**src/rtl/pixel_plot_writer.sv**
```systemverilog
// Pixel stream consumer: buffers (x, y, colour, last) in a small FIFO, clips
// off-screen pixels and turns the rest into stallable framebuffer writes.
module pixel_plot_writer #(
   parameter int FIFO_DEPTH = 4,
   parameter int COLOUR_W   = 3
) (
   input  logic                clk,
   input  logic                reset,
   input  logic                in_valid,
   output logic                in_ready,
   input  logic [8:0]          in_x,
   input  logic [7:0]          in_y,
   input  logic [COLOUR_W-1:0] in_colour,
   input  logic                in_last,
   input  logic                clear,
   output logic [16:0]         mem_addr,
   output logic [COLOUR_W-1:0] mem_data,
   output logic                mem_we,
   input  logic                mem_ready,
   output logic                frame_done,
   output logic [16:0]         pixels_written,
   output logic [7:0]          clipped_count
);

   localparam int AW = (FIFO_DEPTH > 1) ? $clog2(FIFO_DEPTH) : 1;
   localparam int CW = AW + 1;
   localparam int EW = 18 + COLOUR_W;

   typedef enum logic {IDLE, WRITE} state_t;

   logic [EW-1:0]       fifo_q [FIFO_DEPTH];
   logic [AW-1:0]       wr_ptr_q, wr_ptr_d, rd_ptr_q, rd_ptr_d;
   logic [CW-1:0]       count_q, count_d;
   logic                in_ready_q, in_ready_d;
   state_t              state_q, state_d;
   logic [16:0]         mem_addr_q, mem_addr_d;
   logic [COLOUR_W-1:0] mem_data_q, mem_data_d;
   logic                mem_we_q, mem_we_d;
   logic                last_q, last_d;
   logic                frame_done_q, frame_done_d;
   logic [16:0]         pixels_written_q, pixels_written_d;
   logic [7:0]          clipped_count_q, clipped_count_d;

   logic                push, pop, non_empty, write_done;
   logic [EW-1:0]       head;
   logic [8:0]          head_x;
   logic [7:0]          head_y;
   logic [COLOUR_W-1:0] head_colour;
   logic                head_last, head_in_range, head_clip_last;

   assign non_empty  = (count_q != '0);
   assign push       = in_valid && in_ready_q;
   assign write_done = (state_q == WRITE) && mem_ready;
   assign head       = fifo_q[rd_ptr_q];
   assign {head_x, head_y, head_colour, head_last} = head;
   assign head_in_range  = (head_x < 9'd320) && (head_y < 8'd240);
   assign head_clip_last = head_last && !head_in_range;

   // A finishing last-tagged write and a clipped last-tagged head would retire
   // on the same edge and merge into one pulse, so the clipped one waits a cycle.
   assign pop = non_empty &&
                ((state_q == IDLE) || (write_done && !(last_q && head_clip_last)));

   always_comb begin
      wr_ptr_d         = push ? wr_ptr_q + AW'(1) : wr_ptr_q;
      rd_ptr_d         = pop  ? rd_ptr_q + AW'(1) : rd_ptr_q;
      count_d          = count_q + CW'(push) - CW'(pop);
      in_ready_d       = (count_d != CW'(FIFO_DEPTH));
      state_d          = state_q;
      mem_addr_d       = mem_addr_q;
      mem_data_d       = mem_data_q;
      mem_we_d         = mem_we_q;
      last_d           = last_q;
      frame_done_d     = write_done && last_q;
      pixels_written_d = pixels_written_q + 17'(write_done);
      clipped_count_d  = clipped_count_q;

      if (write_done) begin
         state_d  = IDLE;
         mem_we_d = 1'b0;
      end

      if (pop) begin
         if (head_in_range) begin
            state_d    = WRITE;
            mem_we_d   = 1'b1;
            mem_addr_d = ({9'd0, head_y} << 8) + ({9'd0, head_y} << 6) + {8'd0, head_x};
            mem_data_d = head_colour;
            last_d     = head_last;
         end else begin
            if (clipped_count_q != 8'hFF)
               clipped_count_d = clipped_count_q + 8'd1;
            if (head_last)
               frame_done_d = 1'b1;
         end
      end

      if (clear) begin
         pixels_written_d = '0;
         clipped_count_d  = '0;
      end
   end

   always_ff @(posedge clk or posedge reset) begin
      if (reset) begin
         wr_ptr_q         <= '0;
         rd_ptr_q         <= '0;
         count_q          <= '0;
         in_ready_q       <= 1'b1;
         state_q          <= IDLE;
         mem_addr_q       <= '0;
         mem_data_q       <= '0;
         mem_we_q         <= 1'b0;
         last_q           <= 1'b0;
         frame_done_q     <= 1'b0;
         pixels_written_q <= '0;
         clipped_count_q  <= '0;
      end else begin
         wr_ptr_q         <= wr_ptr_d;
         rd_ptr_q         <= rd_ptr_d;
         count_q          <= count_d;
         in_ready_q       <= in_ready_d;
         state_q          <= state_d;
         mem_addr_q       <= mem_addr_d;
         mem_data_q       <= mem_data_d;
         mem_we_q         <= mem_we_d;
         last_q           <= last_d;
         frame_done_q     <= frame_done_d;
         pixels_written_q <= pixels_written_d;
         clipped_count_q  <= clipped_count_d;
      end
   end

   // Storage carries no reset; occupancy is tracked by the pointers and count.
   always_ff @(posedge clk) begin
      if (push)
         fifo_q[wr_ptr_q] <= {in_x, in_y, in_colour, in_last};
   end

   assign in_ready       = in_ready_q;
   assign mem_addr       = mem_addr_q;
   assign mem_data       = mem_data_q;
   assign mem_we         = mem_we_q;
   assign frame_done     = frame_done_q;
   assign pixels_written = pixels_written_q;
   assign clipped_count  = clipped_count_q;

endmodule

```
**config.mk**
```make
export PLATFORM = sky130hd
export DESIGN_NAME = pixel_plot_writer
export DESIGN_NICKNAME = d
export VERILOG_FILES = /design/src/rtl/pixel_plot_writer.sv
export SDC_FILE = /design/constraint.sdc
export NUM_CORES = 1
export LEC_CHECK = 0
export BUFFER_PORTS_ARGS = -buffer_cell sky130_fd_sc_hd__buf_2
export CORE_MARGIN = 1.5
export CORE_UTILIZATION = 40
export DETAILED_ROUTE_END_ITERATION = 7
export GPL_TIMING_DRIVEN = 0
export PLACE_DENSITY_LB_ADDON = 0.2
export SLEW_MARGIN = 30
export SYNTH_ARGS = -nofsm -noshare
export SYNTH_HDL_FRONTEND = slang
export SYNTH_SLANG_ARGS = --single-unit
export TNS_END_PERCENT = 100
```
**constraint.sdc**
```tcl
create_clock -name clk -period 4.7 [get_ports clk]
set_input_delay 0.94 -clock clk [delete_from_list [all_inputs] [get_ports clk]]
set_output_delay 0.94 -clock clk [all_outputs]
set_load 0.01 [all_outputs]
```
# Word-level counts from Yosys, hierarchy flattened
# Memory sizes are Yosys's and may differ from the RTL's.
# Index checks and enable logic that the tools add are counted.
op_classes:
  n_addsub: 8
  magnitude_cmp: 2
  eq_ne: 3
  n_mux: 16
  bitwise_logic: 1
  reduce_logical: 16
ops:
  columns: ["operator", "n"]
  rows:
  - ["$mux 8", 4]
  - ["$add 16x14->17", 1]
  - ["$add 17x1->17", 1]
  - ["$add 17x9->17", 1]
  - ["$mux 17", 1]
  - ["$mux 1", 11]
  - ["$lt 9x9->1 const B", 1]
  - ["$add 8x1->8 const B", 1]
  - ["$logic_and 1x1->1", 8]
  - ["$lt 8x8->1 const B", 1]
  - ["$ne 8x8->1 const B", 1]
  - ["$add 2x1->2 const B", 2]
  - ["$reduce_bool 2->1", 2]
  - ["$add 3x1->3", 1]
  - ["$ne 3x3->1 const B", 1]
  - ["$reduce_and 3->1", 1]
  - ["$reduce_bool 3->1", 1]
  - ["$sub 3x1->3", 1]
  - ["$logic_not 1->1", 2]
  - ["$ne 2x2->1 const B", 1]
  - ["$reduce_and 2->1", 1]
  - ["$logic_or 1x1->1", 1]
  - ["$not 1->1", 1]
word_totals:
  register_bits: 57
  ram_bits: 84
  input_bits: 26
  out_inout_bits: 48
  word_cells: 59
  mem_count: 1
mem_list:
  columns: ["name", "depth", "width", "rd", "rd_clocked_by_memory_dff", "wr", "line", "text"]
  rows:
  - ["fifo_q", 4, 21, 1, 0, 1, "31", "logic [EW-1:0] fifo_q [FIFO_DEPTH];"]

# Logic depth before layout (Yosys ltp)
# Gate-level depths: netlist of the first run.
# An unclocked memory read counts as a cell.
logic_depth:
  word_depth: 12
  ltp_mapped: 14
  depth_no_buf: 11

# Worst setup path before layout of the first run
# No wires, ideal clock.
synth_path:
  path_kind: "register -> register"
  start: "register rd_ptr_q[0]"
  end: "register mem_addr_q[13] (netlist: mem_addr[13])"
  setup_time_ps: 125
  arrival_ps: 3532
  t_required_ps: 4575
  path_slack_ps: 1042
  path_stages_with_launch: 12
  path_buffers: 3
  period_less_slack_ps: 3658
  path_cell_list: "dfrtp_1 buf_6 buf_12 clkbuf_1 mux4_2 fa_1 fa_1 a211oi_1 o21bai_1 a21oi_1 xnor2_1 mux2_4"
synth_via:
  elab_chain_len: 11
  elab_cells_between_ends: 14
  cone_classes: "2 x add/sub; 2 x order compare; 9 x reduce/logical; 1 x memory"
synth_rtl:
  columns: ["element", "line", "text"]
  rows:
  - ["start, declared", "32", "logic [AW-1:0] wr_ptr_q, wr_ptr_d, rd_ptr_q, rd_ptr_d;"]
  - ["start signal, assigned", "120", "rd_ptr_q <= rd_ptr_d;"]
  - ["$mem_v2 4x21 (*)", null, null]
  - ["parallel branches: the longest is 10 deep, another holds $add 16x14->17", null, null]
  - ["end signal, assigned", "124", "mem_addr_q <= mem_addr_d;"]
  - ["end, declared", "36", "logic [16:0] mem_addr_q, mem_addr_d;"]
# Every way passes the cells marked *.
# A chain may end at the register's enable or synchronous reset.

# Final worst setup path of the first run
layout_path:
  start: "register rd_ptr_q[1]"
  end: "register mem_addr_q[13] (netlist: mem_addr[13])"
# Same word-level chain as after synthesis.

==> results of run 1 <==
power breakdown:
part / switching [mW] / internal, mW / total [mW]
logic: 1.22 / 1.25 / 2.47
registers: 0.121 / 1.64 / 1.76
clock network: 0.555 / 0.801 / 1.36
total: 1.90 / 3.69 / 5.59
per-stage QoR:
step	area [µm²]	power (mW)	worst slack, ps	hold slack, ps
final	7452	5.590	803.8	448.0
after global routing	7450	5.984	569.0	446.4
after CTS	7448	5.675	475.3	437.4
after detailed placement	6845	4.282	488.5	487.4
after global placement	6810	4.231	485.5	487.5
after floorplan	6215	3.701	1042	492.5
worst max-delay path: stages, from the launching register on:
cell and delay, ps:
dfrtp_1 420, buf_4 230, clkbuf_1 650, mux4_2 470, fa_1 530, fa_1 490, a211oi_1 320, o21bai_1 120
a21oi_1 180, xnor2_1 90, mux2_4 260
cells by family after synthesis:
kind of cell,after synthesis,synth area share (%)
DFF,141,63.56
and+or+nand+nor,88,7.691
muxes,46,13.59
AOI/OAI and AO/OA,38,3.684
adders and majority gates,27,5.798
buffers and inverters,25,2.436
xor gates and xnor gates,23,3.241
final cells by class:
type	instances	area, µm²	area share, %
Clock buffer	17	425.4	5.709
Timing Repair Buffer	73	387.9	5.205
Multi-Input combinational cell	222	2118	28.43
Tap cell	188	235.2	3.156
Inverter	13	51.30	0.6884
Buffer	12	103.9	1.394
Clock inverter	15	177.7	2.384
Antenna cell	1	2.502	0.03358
Sequential cell	141	3950	53.01
layer usage:
| metal | GRT usage [%] | wire [µm] | vias up |
|---|---|---|---|
| li1 | - | - | 1667 |
| met1 | 20.21 | 5307 | 1761 |
| met2 | 25.79 | 5729 | 75 |
| met3 | 4.690 | 549 | 15 |
| met4 | 4.957 | 148 | 0 |
| met5 | 0 | 0 | - |
cell usage after synthesis, types with 4 or more instances:
| library cell | count | share of area, % |
|---|---|---|
| and3_1 | 4 | 0.40 |
| xor2_1 | 6 | 0.85 |
| or3_1 | 6 | 0.60 |
| mux2_2 | 6 | 1.1 |
| mux4_2 | 15 | 5.4 |
| nor2_1 | 18 | 1.1 |
| ha_1 | 24 | 4.8 |
| mux2_4 | 18 | 4.3 |
| a21oi_1 | 13 | 1.0 |
| nor3_1 | 8 | 0.64 |
| edfxtp_1 | 84 | 41 |
| inv_1 | 13 | 0.79 |
| mux4_1 | 6 | 2.5 |
| nand3_1 | 12 | 0.97 |
| nand4_1 | 5 | 0.50 |
| buf_6 | 5 | 0.91 |
| xnor2_1 | 17 | 2.4 |
| o21ai_0 | 11 | 0.89 |
| dfrtp_1 | 56 | 23 |
| nor2b_1 | 6 | 0.60 |
| nand2_1 | 11 | 0.66 |
worst max-delay path by stage:
stage | slack (ps) | end | cells past startpoint | startpoint
6_report | 800 | mem_addr[13] | 10 | rd_ptr_q[1]
5_1_grt | 570 | mem_addr[14] | 10 | rd_ptr_q[1]
4_1_cts | 480 | mem_addr[13] | 11 | rd_ptr_q[0]
3_5_place_dp | 490 | mem_addr[13] | 11 | rd_ptr_q[0]
3_3_place_gp | 490 | mem_addr[13] | 11 | rd_ptr_q[0]
2_1_floorplan | 1040 | mem_addr[13] | 11 | rd_ptr_q[0]
registers in the layout, summed over array words and instances, names as in the netlist:
register,flops
clipped_count,8
count_q,3
fifo_q,84
frame_done,1
in_ready,1
last_q,1
mem_addr,17
mem_data,3
mem_we,1
pixels_written,17
rd_ptr_q,2
state_q,1
wr_ptr_q,2
==> impl_results.md, run 1 <==
- Drt wl/cell: 17.21 µm
- Min-delay worst type: in2async
- CTS buffer count: 17
- Dominant synthesized flop cell: edfxtp_1
- Max Cap Viol: 0
- Worst endpoint data arrival time: 4200 ps
- Leak: 3.028 nW
- First-pass GRT wire length: 19.02 mm
- Core area: ~0.015 mm²
- Rel. slew slack: 44.93%
- FMAX: 256.7 MHz
- Net count after synthesis: around 440
- Clock Skews: 8.171 ps
- RePlAce Congestion: 0.7685
- DR DRC count: 0
- Syn-to-layout area delta: 19.91%
- Largest net degree at the start of global routing: 46
- Synthesized cell area: 0.006215 mm²
- DRT iter0 DRCs: 190
- Layout fillers: 1327
- Share of layout cells above drive strength 1: 32.86%
- # placed instances: 649
- Setup_tns: 0 ps
- Post-synth cell types: 47
- Pwr dens: approximately 750 mW/mm²
- Row count: 45
- I/O pin cnt: 74
- Die height: 127.6 µm
- Worst R2R Start: rd_ptr_q[1]
- Minimum clock period: 3896 ps
- Slew Limit Fails: 0
- Filler-free cell count of the finished design: 682
- Clock slew at reported path FFs: 60 ps
- Setup violators final: 0
- Vias in the first global route: between 3000 and 4000
- Antenna Nets Post-Route: 0
- Final WL: 11.73 mm
- Final core occ: 49.02%
- Die ar.: 0.01629 mm²
- VDD IR max: 0.0003805 V
- Unrepaired setup endpoints after global routing: no
- CP Capture Type: flop
- Die X: 127.6 µm
- CP Launch Type: flop
- H-tree depth: 4
- Routed via count: 3518
- Required time worst endpoint: 5000 ps
- Clk Latency, worst-skew pair: 420 ps
- Final Hold Vio Count: 0
- Nets: 533
- Synthesized area per cell: 16.02 µm²
- Syn. warnings: 0
- Clk sinks: between 100 and 150
- Tcrit/Tclk final: 82.90%
- Mapped Cells: between 300 and 400
- CP max FO: 10
- Worst flop-to-flop path endpoint: mem_addr[13]
- 1st-pass router iterations: 4
- Root buf cell: clkbuf_16
- Status: finished clean
- Commonest non-fill, non-tap cells in the layout: edfxtp_1 (84), buf_2 (72), dfrtp_1 (56)
- Async set-reset flop share out of synthesis: 40.43%
- EDFF count, synth: 84
- CTS Hold Buffers Added: 0
- Critical path type: reg2reg
- Initial antenna violation count: 0
- Flop2flop setup slack: ~800 ps
- Starting Density: between 40% and 50%
- CTS tree: done
- Vias/cell: around 5.2
- Most common cell after layout, fill and taps aside: edfxtp_1
- Dpl hpwl: 7.865 mm
- PortBufs: 72
- Post-CTS Setup Bufs: 0
- Global Route Usage Sum: 15.72%
- Number of synthesized register bits: approximately 140
- Reg2reg path depth: 10
- Worst-Margin Slew: just over 800 ps
- Max Root-Sink Buffers: 2
- Register area share after synthesis: between 60 and 70%
- Gr ovfl total: 0
- Resized Gates After CTS: 0
(Power assumes the default switching activity.)
==> run 2, diff against run 1 <==
--- a/config.mk
+++ b/config.mk
@@ -5,6 +5,7 @@
 export SDC_FILE = /design/constraint.sdc
 export NUM_CORES = 1
 export LEC_CHECK = 0
+export ABC_AREA = 1
 export BUFFER_PORTS_ARGS = -buffer_cell sky130_fd_sc_hd__buf_2
 export CORE_MARGIN = 1.5
 export CORE_UTILIZATION = 40
==> constraint.sdc (replaced) <==
create_clock -name clk -period 3.23 [get_ports clk]
set_input_delay 0.646 -clock clk [delete_from_list [all_inputs] [get_ports clk]]
set_output_delay 0.646 -clock clk [all_outputs]
set_load 0.01 [all_outputs]
==> run 2 against run 1 <==
  * Register-to-register slack got worse by 520 ps
  * Worst setup slack got worse by 520 ps
  * Power increased by 46%
  * Clock skew up 10 ps
  * Fmax rose by 32%
  * Utilization increased by 0.80 points
  * Synthesized cell count grew 52%
  * Die area grew 0.81%
  * Hold slack lost 280 ps
  * Critical path depth up 2
  * Largest power group unchanged
  * Highest routed layer unchanged
==> impl_results.md, run 2 <==
- Syn-to-layout area delta: 21.33%
- Register area share after synthesis: 63.04% (-0.52 points)
- FMAX: 340.0 MHz (+32%)
- Vias in the first global route: 4270 (+17%)
- Mapped Cells: 589 (+52%)
- Routed via count: 4337 (+23%)
- Count leader, synth: nand2_1
- Leading post-synthesis cells by instance count: nand2_1 (126), edfxtp_1 (84), nor2_1 (68)
- Initial antenna violation count: 1 (+1)
- Async set-reset flop share out of synthesis: 40.43% (unchanged)
- Vias/cell: 4.787 (-7.2%)
- Die X: 128.2 µm (+0.40%)
- CTS buffer count: 17 (unchanged)
- Synthesized cell area: 0.006266 mm² (+0.83%)
- Net count after synthesis: 642 (+46%)
- RePlAce Congestion: 0.8553 (+11%)
- Top post-synthesis cells by area: edfxtp_1 (40%), dfrtp_1 (22%), nand2_1 (7.5%)
- Cell taking the most area after synthesis: edfxtp_1
- Min-delay worst type: in2async
- Drt wl/cell: 14.56 µm (-15%)
- Row count: 45 (unchanged)
- First-pass GRT wire length: 21.29 mm (+12%)
- CP max FO: 10 (unchanged)
- EDFF count, synth: 84 (unchanged)
- Antenna Nets Post-Route: 0 (unchanged)
- DRT iter0 DRCs: 295 (+55%)
- Status: finished clean
- PortBufs: 73 (+1.4%)
- DR DRC count: 0 (unchanged)
- Hold Worst Slack: 169.7 ps (-278.3 ps)
- Final WL: 13.19 mm (+12%)
- Clock slew at reported path FFs: 60 ps (about the same)
- Most common cell after layout, fill and taps aside: nand2_1
- Minimum clock period: 2942 ps (-954.7 ps)
- 1st-pass router iterations: 4 (unchanged)
- Global Route Usage Sum: 17.35% (+1.6 points)
- Setup violators final: 0 (unchanged)
- Synthesized area per cell: 10.64 µm² (-34%)
- Core area: 0.01526 mm² (+0.37%)
- Rel. slew slack: 61.34% (+16 points)
- CP Capture Type: flop
- Leak: 3.300 nW (+9.0%)
- Commonest non-fill, non-tap cells in the layout: nand2_1 (126), edfxtp_1 (84), buf_2 (75)
- Nets: 735 (+38%)
- Tcrit/Tclk final: 91.07% (+8.2 points)
- Biggest register: fifo_q
- Total power draw: 8.146 mW (+46%)
- Worst-Margin Slew: 578.5 ps (-247.6 ps)
- Post-CTS Setup Bufs: 0 (unchanged)
- Root buf cell: clkbuf_16
- Pwr dens: 1072 mW/mm² (+43%)
- VDD IR max: 0.0005153 V (+35%)
- Dpl hpwl: 9.584 mm (+22%)
- Max Cap Viol: 0 (unchanged)
- CP Launch Type: flop
- Unrepaired setup endpoints after global routing: no
- Critical path type: reg2reg
- Largest register FFs: 84 (unchanged)
- Yosys top cell area share: 40.26% (-0.33 points)
- Die ar.: 0.01643 mm² (+0.81%)
- CTS tree: done
- Starting Density: 41.07% (+0.19 points)
- Die height: 128.2 µm (+0.40%)
- Flop2flop setup slack: 290 ps (-520 ps)
- Gr ovfl total: 0 (unchanged)
- H-tree depth: 4 (unchanged)
- Slew Limit Fails: 0 (unchanged)
- Clock Skews: 18.21 ps (+10.04 ps)
- Clk sinks: 141 (unchanged)
- Largest net degree at the start of global routing: 40 (-13%)
- Syn. warnings: 0 (unchanged)
- Dominant synthesized flop cell: edfxtp_1
- CTS Hold Buffers Added: 0 (unchanged)
- Max Root-Sink Buffers: 2 (unchanged)
- Share of layout cells above drive strength 1: 19.31% (-14 points)
- Post-synth cell types: 32 (-32%)
- Clk Latency, worst-skew pair: 420 ps (about the same)
- Worst endpoint data arrival time: 3280 ps (-920 ps)
- Required time worst endpoint: 3570 ps (-1430 ps)
- Final Hold Vio Count: 0 (unchanged)
- I/O pin cnt: 74 (unchanged)
- Number of synthesized register bits: 141 (unchanged)
## run 2: cell types whose count changed in the layout (fill, tap and decap cells not counted), moves of 7 or more
cell     previous run  this run
mux2_4             18         0
mux4_2             15         0
nand2_1            11       126
xnor2_1            17         6
nand3_1            12        28
o22ai_1             0        11
inv_1              12        44
nor2_1             18        64
o21ai_0            11        41
a21oi_1            13        20
## run 2: path summary, 6_finish.rpt
check | from | end | cells past startpoint
worst max-delay path | rd_ptr_q[1] | mem_addr[13] | 12
worst min-delay path | reset | clipped_count[0] | 2
worst max register to register | rd_ptr_q[1] | mem_addr[13] | 12
worst min register to register | mem_data[2] | mem_data[2] | 2
max in group asynchronous | reset | in_ready | 3
min in group clk | in_x[2] | fifo_q[3][14] | 1
## run 2: critical path: stages (launching register included)
cell and delay [ps]:
dfrtp_2 430, buf_4 200, clkbuf_4 230, o21ai_0 120, o22ai_2 220, fa_1 490, fa_1 480, nand3_1 120
a21oi_1 70, o21ai_0 140, nand2_1 80, xor2_1 140, o21ai_1 130
## run 2: where the power goes
| group | switching [mW] | leakage (nW) | internal (mW) |
|---|---|---|---|
| clock network | 0.712 | 0.251 | 1.05 |
| logic | 2.36 | 1.55 | 1.47 |
| registers | 0.180 | 1.50 | 2.38 |
## run 2: layer usage
metal  track usage (%)  up-vias  part of all wire (%)
met5                 0        -                     0
met4             5.750        0                  0.62
met3             5.426        7                   5.5
met2             28.49       93                    48
met1             21.87     2042                    45
li1                  -     2195                     -
## run 2: area by class of cell
type / instances / area (µm²)
multi-input cells: 380 / 2064
repair buffers: 79 / 483.0
clock buffers: 20 / 436.7
inverters: 49 / 191.4
plain buffers: 14 / 112.6
diodes: 1 / 2.502
fillers: 1361 / 7656
well taps: 211 / 264.0
clock inverters: 11 / 96.34
flip-flops and latches: 141 / 3951
## run 2: stage by stage
stage | worst slack (ps) | instance area (µm²) | instances | util (%) | setup TNS (ps)
2_1_floorplan | 182.7 | 6266 | 589 | - | 0
3_3_place_gp | -338.2 | 6895 | 873 | 45.19 | -1398
3_5_place_dp | -358.7 | 7020 | 878 | 46.01 | -1515
4_1_cts | 55.66 | 7538 | 904 | 49.41 | 0
5_1_grt | 9.611 | 7600 | 905 | 49.81 | 0
6_report | 288.5 | 7602 | 906 | 49.82 | 0
## run 2: logic make-up after synthesis
logic type                 synth area share, %
xor gates and xnor gates                 2.516
and+or+nand+nor                          16.69
DFF                                      63.04
AOI/OAI and AO/OA                        7.229
adders and majority gates                5.751
buffers and inverters                    4.773
## run 2: repair_timing
item	in CTS	in global routing
cloned	0	1
pin swaps	0	1
resized for setup	3	10
setup endpoints to repair	6	8
